## src/rtl/multicycle_ctrl_fsm.sv

```systemverilog
// Multi-cycle control sequencer for the RV32 datapath.
// Each instruction passes through FETCH/DECODE/EXEC/(MEM)/(WB). The controller
// waits on the imem/dmem ready handshakes and drives the datapath enables and
// mux selects. It counts retired instructions and stops permanently on an
// illegal opcode or a memory timeout. Outputs decode the current state and the
// latched opcode. The only inputs they also use are imem_ready (fetch
// completion), dmem_ready (store retire) and zero (branch taken).
module multicycle_ctrl_fsm #(
  parameter int CNT_W   = 32,
  parameter int TIMEOUT = 16
) (
  input  logic             clk,
  input  logic             rst_n,
  input  logic [6:0]       opcode_i,
  input  logic             zero_i,
  input  logic             imem_ready_i,
  input  logic             dmem_ready_i,
  output logic             imem_req_o,
  output logic             ir_write_o,
  output logic             pc_write_o,
  output logic             pc_src_o,
  output logic             dmem_read_o,
  output logic             dmem_write_o,
  output logic             reg_write_o,
  output logic             alu_src_o,
  output logic             mem_to_reg_o,
  output logic [1:0]       alu_op_o,
  output logic             retire_o,
  output logic [CNT_W-1:0] instr_count_o,
  output logic             halted_o,
  output logic [1:0]       err_code_o
);

  // The wait counter only has to reach TIMEOUT-1.
  localparam int WC_W = (TIMEOUT > 1) ? $clog2(TIMEOUT) : 1;

  localparam logic [6:0] OP_RTYPE  = 7'b0110011;
  localparam logic [6:0] OP_LOAD   = 7'b0000011;
  localparam logic [6:0] OP_STORE  = 7'b0100011;
  localparam logic [6:0] OP_BRANCH = 7'b1100011;

  localparam logic [1:0] ALU_ADD = 2'b00;
  localparam logic [1:0] ALU_SUB = 2'b01;
  localparam logic [1:0] ALU_FN  = 2'b10;

  localparam logic [1:0] ERR_NONE    = 2'b00;
  localparam logic [1:0] ERR_ILLEGAL = 2'b01;
  localparam logic [1:0] ERR_IMEM    = 2'b10;
  localparam logic [1:0] ERR_DMEM    = 2'b11;

  typedef enum logic [2:0] {
    S_IDLE   = 3'd0,
    S_FETCH  = 3'd1,
    S_DECODE = 3'd2,
    S_EXEC   = 3'd3,
    S_MEM    = 3'd4,
    S_WB     = 3'd5,
    S_HALT   = 3'd6
  } state_t;

  state_t             state_q, state_d;
  logic [6:0]         op_q, op_d;
  logic [WC_W-1:0]    wait_q, wait_d;
  logic [CNT_W-1:0]   cnt_q, cnt_d;
  logic               halted_q, halted_d;
  logic [1:0]         err_q, err_d;

  logic               imem_req_s;
  logic               ir_write_s;
  logic               pc_write_s;
  logic               pc_src_s;
  logic               dmem_read_s;
  logic               dmem_write_s;
  logic               reg_write_s;
  logic               alu_src_s;
  logic               mem_to_reg_s;
  logic [1:0]         alu_op_s;
  logic               retire_s;
  logic               wait_expired_s;

  // Only the four supported opcodes are legal; anything else, including
  // unknown bits, falls to the default branch and is illegal.
  function automatic logic is_legal(input logic [6:0] op);
    logic ok;
    case (op)
      OP_RTYPE, OP_LOAD, OP_STORE, OP_BRANCH: ok = 1'b1;
      default:                                ok = 1'b0;
    endcase
    return ok;
  endfunction

  // The last allowed wait cycle is reached when the counter hits TIMEOUT-1.
  assign wait_expired_s = (wait_q == WC_W'(TIMEOUT - 1));

  // State and bookkeeping registers; reset returns to IDLE and drops any request.
  always_ff @(posedge clk or negedge rst_n) begin
    if (!rst_n) begin
      state_q  <= S_IDLE;
      op_q     <= 7'd0;
      wait_q   <= '0;
      cnt_q    <= '0;
      halted_q <= 1'b0;
      err_q    <= ERR_NONE;
    end else begin
      state_q  <= state_d;
      op_q     <= op_d;
      wait_q   <= wait_d;
      cnt_q    <= cnt_d;
      halted_q <= halted_d;
      err_q    <= err_d;
    end
  end

  // Next-state logic and per-state datapath control decode.
  always_comb begin
    state_d      = state_q;
    op_d         = op_q;
    wait_d       = wait_q;
    halted_d     = halted_q;
    err_d        = err_q;
    imem_req_s   = 1'b0;
    ir_write_s   = 1'b0;
    pc_write_s   = 1'b0;
    pc_src_s     = 1'b0;
    dmem_read_s  = 1'b0;
    dmem_write_s = 1'b0;
    reg_write_s  = 1'b0;
    alu_src_s    = 1'b0;
    mem_to_reg_s = 1'b0;
    alu_op_s     = ALU_ADD;
    retire_s     = 1'b0;

    case (state_q)
      S_IDLE: begin
        wait_d  = '0;
        state_d = S_FETCH;
      end

      S_FETCH: begin
        imem_req_s = 1'b1;
        if (imem_ready_i) begin
          // PC+4 is written together with the IR; IR write also saves the old PC.
          ir_write_s = 1'b1;
          pc_write_s = 1'b1;
          pc_src_s   = 1'b0;
          wait_d     = '0;
          state_d    = S_DECODE;
        end else if (wait_expired_s) begin
          wait_d   = '0;
          halted_d = 1'b1;
          err_d    = ERR_IMEM;
          state_d  = S_HALT;
        end else begin
          wait_d = wait_q + WC_W'(1);
        end
      end

      S_DECODE: begin
        op_d = opcode_i;
        if (is_legal(opcode_i)) begin
          state_d = S_EXEC;
        end else begin
          halted_d = 1'b1;
          err_d    = ERR_ILLEGAL;
          state_d  = S_HALT;
        end
      end

      S_EXEC: begin
        case (op_q)
          OP_RTYPE: begin
            alu_op_s  = ALU_FN;
            alu_src_s = 1'b0;
            state_d   = S_WB;
          end
          OP_LOAD, OP_STORE: begin
            alu_op_s  = ALU_ADD;
            alu_src_s = 1'b1;
            state_d   = S_MEM;
          end
          OP_BRANCH: begin
            // Branch retires here: PC takes old_pc+imm only when the compare is equal.
            alu_op_s   = ALU_SUB;
            alu_src_s  = 1'b0;
            pc_src_s   = 1'b1;
            pc_write_s = zero_i;
            retire_s   = 1'b1;
            state_d    = S_FETCH;
          end
          default: begin
            // Unreachable because DECODE filters opcodes; fail safe anyway.
            halted_d = 1'b1;
            err_d    = ERR_ILLEGAL;
            state_d  = S_HALT;
          end
        endcase
      end

      S_MEM: begin
        alu_src_s = 1'b1;
        if (op_q == OP_LOAD) begin
          dmem_read_s = 1'b1;
        end else begin
          dmem_write_s = 1'b1;
        end
        if (dmem_ready_i) begin
          wait_d = '0;
          if (op_q == OP_LOAD) begin
            state_d = S_WB;
          end else begin
            retire_s = 1'b1;
            state_d  = S_FETCH;
          end
        end else if (wait_expired_s) begin
          wait_d   = '0;
          halted_d = 1'b1;
          err_d    = ERR_DMEM;
          state_d  = S_HALT;
        end else begin
          wait_d = wait_q + WC_W'(1);
        end
      end

      S_WB: begin
        reg_write_s  = 1'b1;
        mem_to_reg_s = (op_q == OP_LOAD);
        retire_s     = 1'b1;
        state_d      = S_FETCH;
      end

      S_HALT: begin
        state_d = S_HALT;
      end

      default: begin
        halted_d = 1'b1;
        err_d    = ERR_ILLEGAL;
        state_d  = S_HALT;
      end
    endcase
  end

  // Retired-instruction counter; wraps naturally at 2^CNT_W.
  always_comb begin
    if (retire_s) begin
      cnt_d = cnt_q + CNT_W'(1);
    end else begin
      cnt_d = cnt_q;
    end
  end

  assign imem_req_o    = imem_req_s;
  assign ir_write_o    = ir_write_s;
  assign pc_write_o    = pc_write_s;
  assign pc_src_o      = pc_src_s;
  assign dmem_read_o   = dmem_read_s;
  assign dmem_write_o  = dmem_write_s;
  assign reg_write_o   = reg_write_s;
  assign alu_src_o     = alu_src_s;
  assign mem_to_reg_o  = mem_to_reg_s;
  assign alu_op_o      = alu_op_s;
  assign retire_o      = retire_s;
  assign instr_count_o = cnt_q;
  assign halted_o      = halted_q;
  assign err_code_o    = err_q;

endmodule

```

## config.mk

```make
export PLATFORM = sky130hd
export DESIGN_NAME = multicycle_ctrl_fsm
export DESIGN_NICKNAME = d
export VERILOG_FILES = /design/src/rtl/multicycle_ctrl_fsm.sv
export SDC_FILE = /design/constraint.sdc
export NUM_CORES = 1
export LEC_CHECK = 0
export ABC_AREA = 1
export BUFFER_PORTS_ARGS = -buffer_cell sky130_fd_sc_hd__buf_2
export CORE_MARGIN = 3
export CORE_UTILIZATION = 46
export CTS_CLUSTER_DIAMETER = 100
export DETAILED_ROUTE_END_ITERATION = 7
export PLACE_DENSITY = 0.68
export SLEW_MARGIN = 5
export SYNTH_ARGS = -nofsm -noshare
export SYNTH_HDL_FRONTEND = slang
export SYNTH_SLANG_ARGS = --single-unit
```

## constraint.sdc

```tcl
create_clock -name clk -period 1.9 [get_ports clk]
set_input_delay 0.095 -clock clk [delete_from_list [all_inputs] [get_ports clk]]
set_output_delay 0.095 -clock clk [all_outputs]
set_load 0.02 [all_outputs]
```

Word-level counts from Yosys, hierarchy flattened
Cells that the tools add are included.
{"block": "word_totals", "register_bits": 49, "output_inout_bits": 47, "wordCells": 84}
{"block": "op_classes", "n_addsub": 2, "n_eq_ne": 21, "muxes": 45, "n_bitwise": 1, "reduce_logical": 9}
{"cell": "$add 32x1->32 const B", "count": 1}
{"cell": "$eq 7x6->1 const B", "count": 4}
{"cell": "$mux 1", "count": 21}
{"cell": "$mux 3", "count": 5}
{"cell": "$pmux 3 s5", "count": 1}
{"cell": "$eq 7x2->1 const B", "count": 2}
{"cell": "$eq 7x7->1 const B", "count": 2}
{"cell": "$mux 2", "count": 7}
{"cell": "$mux 4", "count": 3}
{"cell": "$ne 2x2->1 const B", "count": 6}
{"cell": "$pmux 4 s3", "count": 1}
{"cell": "$pmux 2 s5", "count": 1}
{"cell": "$eq 3x3->1 const B", "count": 3}
{"cell": "$pmux 3 s3", "count": 1}
{"cell": "$reduce_or 4->1", "count": 2}
{"cell": "$reduce_and 7->1", "count": 1}
{"cell": "$eq 3x2->1 const B", "count": 2}
{"cell": "$pmux 1 s5", "count": 1}
{"cell": "$reduce_and 5->1", "count": 1}
{"cell": "$add 4x1->4 const B", "count": 1}
{"cell": "$eq 4x4->1 const B", "count": 1}
{"cell": "$pmux 1 s2", "count": 2}
{"cell": "$pmux 2 s2", "count": 1}
{"cell": "$reduce_or 2->1", "count": 2}
{"cell": "6 further kinds", "count": 6}

Depth between registers and ports, before layout
Gate-level depths: netlist (run 1).
{"block": "logic_depth", "depth_word": 6, "depth_mapped": 11, "mapped_depth_nobuf": 10}

Worst setup path before layout (run 1)
No wires, ideal clock.
{"block": "synth_path", "kind": "reg2reg", "start": "register cnt_q[0], in the netlist instr_count_o[0]", "end": "register cnt_q[20], in the netlist instr_count_o[20]", "setup_ps": 117, "arrival_ps": 1584, "required_time_ps": 1783, "path_slack_ps": 198, "path_stages_with_launch": 10, "n_path_buf": 0, "cell_sequence": "dfrtp_1 > ha_1 > inv_1 > nor2_1 > nand2_1 > nor2_1 > and3_1 > nand2_1 > nand2_1 > nand2_1"}
{"block": "synth_between", "elab_chain_cells": 1}
{"item": "start: declaration", "line": "64", "rtl": "logic [CNT_W-1:0] cnt_q, cnt_d;"}
{"item": "start signal: assignment", "line": "108", "rtl": "cnt_q <= cnt_d;"}
{"item": "$add 32x1->32", "line": "246", "rtl": "cnt_d = cnt_q + CNT_W'(1);"}
Every way passes these cells.
A chain may end at the register's enable or synchronous reset.

Worst setup path after layout (run 1)
{"block": "layout_path", "start": "register state_q[0]", "end": "output port retire_o"}
{"block": "layout_between", "elab_chain_cells": 2, "word_cells_on_any_way": 4}
{"item": "start: declaration", "line": "61", "rtl": "state_t state_q, state_d;"}
{"item": "start signal: assignment", "line": "105", "rtl": "state_q <= state_d;"}
{"item": "$eq 3x3->1 / $eq 3x2->1 (equally long branches)", "line": "133", "rtl": "case (state_q)"}
{"item": "$pmux 1 s3 *", "line": "133"}
{"item": "end: declaration", "line": "28", "rtl": "output logic retire_o,"}
Every way passes the cells marked *; elsewhere a longest branch is shown, timed or not.

==> flow_metrics.env, run 1 <==
export IMPL_status="complete, no violations"
export IMPL_first_global_vias=2733
export IMPL_final_critical_path_setup_slack_ns=0.103
export IMPL_dieWidth_um=88.4
export IMPL_hp_class="primary input to flop"
export IMPL_drt_first_pass_iters=4
export IMPL_place_congestion=0.889
export IMPL_layout_commonest_cell="nand2_1"
export IMPL_syn_inst=465
export IMPL_timing_critical_path_buf_inv=2
export IMPL_place_ws_ns=0.313
export IMPL_final_hold_viol_count=0
export IMPL_grtUsageTotal_pct=19.9
export IMPL_wirelength_um=7420
export IMPL_antenna_violations_before_repair=0
export IMPL_worst_slew_pin_slew_ns=0.636
export IMPL_post_dp_cell_area_sq_um=3480
export IMPL_most_frequent_cells_in_the_layout="197 x nand2_1, 60 x nor2_1, 58 x buf_2"
export IMPL_core_area_sq_um=6460
export IMPL_ctsRootBufferMaster="clkbuf_8"
export IMPL_timing_clock_skew_ns=0.00753
export IMPL_place_port_buffers=58
export IMPL_globalRouteOverflowTotal=0
export IMPL_slowest_delay_ns=0.46
export IMPL_synthTopCellsByArea="dfrtp_1 39%, nand2_1 24%, nor2_1 7.2%"
export IMPL_powerDensity_nw_per_um2=467
export IMPL_hpwl_um=5560
export IMPL_chipHeight_um=88.4
export IMPL_detail_route_drc_violations=0
export IMPL_route_met2_wl_um=3500
export IMPL_path_clk_slew_ns=0.09
export IMPL_yosysWarningCount=0
export IMPL_yosysSeqAreaShare_pct=39.2
export IMPL_cts_tree="done"
export IMPL_cpLargestDelayFamily="simple AND/OR/NAND/NOR gates"
export IMPL_design_portCount=59
export IMPL_placed_cells_incl_taps=598
export IMPL_wl_per_cell_um=12.1
export IMPL_critical_path_startpoint_type="flop"
export IMPL_timing_worst_setup_path_type="flop to output port"
export IMPL_initial_core_util_pct=48.4
export IMPL_highest_layer="met4"
export IMPL_clk_path_buf_depth=2
export IMPL_fillers=629
export IMPL_synth_ff_latch_count=49
export IMPL_grt_start_max_net_pins=50
export IMPL_tritoncts_buffer_count=5
export IMPL_crit_fanout=14
export IMPL_syn_to_final_growth_pct=16.6
export IMPL_critPathArrivalTime_ns=1.70
export IMPL_drt_initial_drc_count=142
export IMPL_finalNonFillerCells=613
export IMPL_final_max_slew_violation_count=0
export IMPL_timing_final_crit_share_pct=94.6
export IMPL_post_drt_via_cell_ratio=4.91
export IMPL_final_area_sq_um=3640
export IMPL_num_rows=29
export IMPL_vdd_ir_drop_worst_mv=0.248
export IMPL_vias=3011
export IMPL_crit_path_cell_trace="nand2_2 > nor2_4 > nand3_2 > nand3_4 > buf_6 > buf_2"
export IMPL_cts_sinks=49
export IMPL_layout_drive_gt1_share_pct=17.5
export IMPL_nets=549
export IMPL_slew_limit_headroom_pct=57.6
export IMPL_clk_latency_ns=0.30
export IMPL_antenna_left=0
export IMPL_critPathRequiredTime_ns=1.80
export IMPL_power_static_leakage_uw=0.00192
export IMPL_synthDominantAreaCellType="dfrtp_1"
export IMPL_setup_viol=0
export IMPL_count_of_distinct_cell_types_in_the_synthesized_netlist=31
export IMPL_grt_pass1_wl_um=12300
export IMPL_multiInputGateArea_sq_um=1660
export IMPL_fmax_mhz=557
export IMPL_area_of_the_die_sq_um=7820
export IMPL_crit_path_end_kind="output port"
export IMPL_fin_tns_setup_ns=0
export IMPL_netlist_area_leader_share_pct=39.2
export IMPL_maximum_capacitance_violations=0
export IMPL_register_area_sq_um=1230
export IMPL_routed_wl_met3_um=290
export IMPL_drt_met1_wl_um=3490
export IMPL_syn_area_sq_um=3120
export IMPL_ant_diodes=0
export IMPL_avgSynthCellArea_sq_um=6.72
export IMPL_critical_path_slowest_cell="dfrtp_2"
export IMPL_period_minus_ws_final_ns=1.80
export IMPL_post_syn_nets=479
export IMPL_cts_h_tree_lvls=2
-- worst min-delay path, delay by kind of cell --
kind                   cells  cell delay, ns
buffers and inverters      1            0.09
and+or+nand+nor            2            0.10
-- Yosys cell counts --
cell type  instances
dfrtp_1           49
nand3b_1           8
o21ai_1            5
nand2_2            2
nor3_1             4
inv_2              1
nor2_2             2
o21ai_0           17
ha_1               2
nand4_1            3
buf_2              2
nor2_4             3
nor3b_1            1
o2111ai_1          1
or2_2              1
nor2_1            60
buf_8              1
and3_1             2
nand3_2            3
a21boi_0           1
buf_6              5
xor2_2             1
xnor2_1            2
nand3_1           29
nand2_1          197
xor2_1            10
clkbuf_1           1
inv_1             44
nor3_2             1
o31ai_1            1
a21oi_1            6
-- through the flow --
step | utilization (%) | hold slack (ns) | total power (uW)
after floorplan | - | -0.201 | 1070
after global placement | 53.9 | 0.241 | 1110
after detailed placement | 53.9 | 0.250 | 1110
after CTS | 55.5 | 0.00352 | 1720
after global routing | 56.4 | 0.0161 | 1770
final | 56.4 | 0.0149 | 1700
-- timing repair --
item | in CTS | in global routing
hold buffers | 2 | 0
endpoints found under the hold margin | 50 | 0
setup endpoints to repair | 1 | 1
buffers inserted | 0 | 5
pin swaps | 0 | 1
gates resized for setup | 2 | 5
-- power by group --
part / switching (uW) / internal (uW) / total (uW)
combinational: 31.2 / 14.8 / 46.0
sequential: 0 / 1040 / 1040
clock: 356 / 256 / 612
-- final timing paths --
kind                                                   start                            end  slack [ns]  cells past startpoint
worst max-delay path                    state_q[0]$_DFF_PN0_                       retire_o        0.10                      6
worst min-delay path                             opcode_i[0]            op_q[0]$_DFFE_PN0N_        0.01                      3
worst max register to register  instr_count_o[1]$_DFFE_PN0P_  instr_count_o[20]$_DFFE_PN0P_        0.27                      9
worst min register to register          halted_o$_DFFE_PN0P_           halted_o$_DFFE_PN0P_        0.47                      2
max in group asynchronous                              rst_n           state_q[0]$_DFF_PN0_        1.01                      3
min in group asynchronous                              rst_n   instr_count_o[6]$_DFFE_PN0P_        0.42                      3
-- registers in the layout, summed over array words and instances (netlist names) --
register and flops:
wait_q 4, instr_count_o 32, state_q 3, halted_o 1, op_q 7, err_code_o 2
-- final cells by class --
cell class / count / share of cell area (%)
sequential: 49 / 33.8
inverter: 45 / 4.64
tap: 77 / 2.64
clock inverter: 2 / 0.275
timing repair buffer: 72 / 11.1
multi-input combinational: 362 / 45.6
clock buffer: 6 / 1.99
-- kinds of logic (layout without fill, tap and decap cells) --
family	Yosys count	after routing	synth area share, %
XOR/XNOR	13	13	3.88
adder cells (fa/ha/maj)	2	2	0.801
flip-flops	49	49	39.2
buffers and inverters	54	125	8.13
AND/OR/NAND/NOR	316	316	42.7
AO/OA/AOI/OAI	31	31	5.25
-- layer usage --
layer | up-vias | global-route usage [%]
met5 | - | 0
met2 | 65 | 34.7
met1 | 1342 | 25.1
met3 | 12 | 3.82
met4 | 0 | 5.36
li1 | 1592 | -
(Power assumes the default switching activity.)
==> run 2, diff against run 1 <==
- ABC_AREA: 1 -> not set
- PLACE_DENSITY: 0.68 -> 0.7
==> run 2 against run 1 <==
Against the previous run: the run now ends with setup timing left; clock power rose by 6.0%; critical path type unchanged; synthesized area decreased by 17%; maximum frequency fell by 6.4%.
==> flow_metrics.env, run 2 <==
export IMPL_status="finished with violations"
export IMPL_failed_checks="setup timing"
export IMPL_period_minus_ws_final_ns=1.92
export IMPL_cts_tree="done"
export IMPL_powerDensity_nw_per_um2=518
export IMPL_nets=359
export IMPL_clk_path_buf_depth=2
export IMPL_core_area_sq_um=5270
export IMPL_crit_path_cell_trace="nand4bb_4 > buf_6 > or4_4 > nor2b_1 > buf_2"
export IMPL_yosysWarningCount=0
export IMPL_drt_initial_drc_count=48
export IMPL_drt_first_pass_iters=4
export IMPL_critPathRequiredTime_ns=1.80
export IMPL_synth_most_common_cell="dfrtp_1"
export IMPL_hp_class="primary input to flop"
export IMPL_timing_final_crit_share_pct=101
export IMPL_slew_limit_headroom_pct=66.1
export IMPL_crit_path_end_kind="output port"
export IMPL_globalRouteOverflowTotal=0
export IMPL_largest_register_ffs=32
export IMPL_multiInputGateArea_sq_um=1410
export IMPL_layout_commonest_cell="buf_2"
export IMPL_power_static_leakage_uw=0.00171
export IMPL_maximum_capacitance_violations=0
export IMPL_wirelength_um=6230
export IMPL_layout_drive_gt1_share_pct=41.6
export IMPL_final_critical_path_setup_slack_ns=-0.0188
export IMPL_place_congestion=0.883
export IMPL_finalNonFillerCells=416
export IMPL_fmax_mhz=521
export IMPL_dieWidth_um=81.1
export IMPL_ant_diodes=0
export IMPL_hpwl_um=4430
export IMPL_rsz0062_at_grt="yes"
export IMPL_antenna_left=0
export IMPL_worst_slew_pin_slew_ns=0.509
export IMPL_fin_tns_setup_ns=-0.0224
export IMPL_vias=2224
export IMPL_grt_start_max_net_pins=30
export IMPL_post_syn_nets=264
export IMPL_asr_flop_ratio_synth_pct=100
export IMPL_cts_sinks=49
export IMPL_timing_clock_skew_ns=0.0121
export IMPL_syn_inst=250
export IMPL_fillers=420
export IMPL_path_clk_slew_ns=0.08
export IMPL_first_global_vias=2096
export IMPL_place_port_buffers=58
export IMPL_grt_use_met1_pct=25.7
export IMPL_crit_fanout=4
export IMPL_post_dp_cell_area_sq_um=3100
export IMPL_num_rows=26
export IMPL_synthTopCellsByArea="dfrtp_1 47%, xnor2_1 8.4%, mux2_2 3.0%"
export IMPL_final_area_sq_um=3500
export IMPL_groute_layer_met3_usage_pct=3.77
export IMPL_yosysSeqAreaShare_pct=47.3
export IMPL_syn_to_final_growth_pct=34.9
export IMPL_grt_util_met2_pct=31.9
export IMPL_critical_path_slowest_cell="or4_4"
export IMPL_post_drt_via_cell_ratio=5.35
export IMPL_place_ws_ns=-0.0573
export IMPL_count_of_distinct_cell_types_in_the_synthesized_netlist=54
export IMPL_grt_most_used_layer="met2"
export IMPL_cpLargestDelayFamily="simple AND/OR/NAND/NOR gates"
export IMPL_grtUsageTotal_pct=19.1
export IMPL_slowest_delay_ns=0.43
export IMPL_cts_h_tree_lvls=2
export IMPL_tritoncts_buffer_count=5
export IMPL_ys_flop_type="dfrtp_1"
export IMPL_detail_route_drc_violations=0
export IMPL_grt_pass1_wl_um=9790
export IMPL_critical_path_startpoint_type="flop"
export IMPL_antenna_violations_before_repair=0
export IMPL_design_portCount=59
export IMPL_timing_worst_setup_path_type="flop to output port"
export IMPL_synth_ff_latch_count=49
export IMPL_initial_core_util_pct=49.2
export IMPL_wl_per_cell_um=15.0
export IMPL_avgSynthCellArea_sq_um=10.4
export IMPL_chipHeight_um=81.1
export IMPL_synthDominantAreaCellType="dfrtp_1"
export IMPL_final_hold_viol_count=0
export IMPL_netlist_area_leader_share_pct=47.3
export IMPL_ctsRootBufferMaster="clkbuf_8"
export IMPL_syn_area_sq_um=2590
export IMPL_synth_cells_most_frequent="49 x dfrtp_1, 25 x xnor2_1, 21 x nand2_1, 18 x nor2_1, 15 x nand3_1"
export IMPL_final_max_slew_violation_count=0
export IMPL_register_area_sq_um=1230
export IMPL_setup_viol=2
export IMPL_area_of_the_die_sq_um=6570
export IMPL_critPathArrivalTime_ns=1.82
export IMPL_placed_cells_incl_taps=392
export IMPL_clk_latency_ns=0.30
export IMPL_synth_enable_flop_cells=0
export IMPL_most_frequent_cells_in_the_layout="55 x buf_2, 44 x dfrtp_1, 33 x buf_4"
export IMPL_timing_critical_path_buf_inv=2
export IMPL_vdd_ir_drop_worst_mv=0.360
run 2: worst paths after layout:
kind	from	end	slack, ns	cells past startpoint
worst max register to register	state_q[0]$_DFF_PN0_	instr_count_o[31]$_DFFE_PN0P_	0	5
min in group asynchronous	rst_n	err_code_o[0]$_DFFE_PN0P_	0.29	2
worst max-delay path	op_q[2]$_DFFE_PN0N_	dmem_write_o	-0.02	5
worst min register to register	instr_count_o[31]$_DFFE_PN0P_	instr_count_o[31]$_DFFE_PN0P_	0.46	1
max in group asynchronous	rst_n	instr_count_o[1]$_DFFE_PN0P_	1.07	3
worst min-delay path	opcode_i[5]	op_q[5]$_DFFE_PN0N_	0.05	3
run 2: area by class of cell:
class | count | share of cell area, %
Sequential cell | 49 | 35.2
Clock buffer | 7 | 2.75
Timing Repair Buffer | 95 | 17.7
Clock inverter | 1 | 0.143
Tap cell | 70 | 2.50
Inverter | 12 | 1.43
Multi-Input combinational cell | 182 | 40.3
run 2: worst min-delay path, delay by kind of cell:
family | cells | cell delay [ns]
compound gates | 1 | 0.08
buf+inv | 1 | 0.08
simple gates | 1 | 0.04
run 2: what timing repair did:
item / in CTS / in global routing
pin swaps: 4 / 19
cloned: 0 / 1
hold buffers: 1 / 0
setup buffers: 5 / 9
gates resized for setup: 10 / 24
endpoints found under the hold margin: 20 / 0
endpoints found under the setup margin: 20 / 30
run 2: logic make-up after synthesis:
kind of cell / after synthesis / synth area share [%]
XOR/XNOR: 32 / 10.8
adder cells (fa/ha/maj): 3 / 1.35
AND/OR/NAND/NOR: 103 / 22.1
buffers and inverters: 20 / 3.57
multiplexers: 7 / 3.04
AO/OA/AOI/OAI: 36 / 11.8
flip-flops: 49 / 47.3
run 2: power breakdown:
| part | internal (uW) | switching, uW | total [uW] |
|---|---|---|---|
| combinational | 46.8 | 52.7 | 99.5 |
| clock | 329 | 320 | 649 |
| sequential | 1050 | 10.8 | 1060 |
| total | 1430 | 383 | 1810 |
run 2: stage by stage:
step	utilization [%]	hold WS, ns	power, uW
floorplan	-	-0.201	1110
global placement	58.9	0.0926	1170
detailed placement	58.9	0.0911	1170
CTS	63.0	0.0439	1830
global route	66.4	0.0428	1890
finish	66.4	0.0497	1810
run 2: layer usage:
metal / share of wire [%] / wire length [um]
met5: 0 / 0
met4: 0.74 / 46
met3: 4.6 / 285
met2: 49 / 3040
met1: 46 / 2860
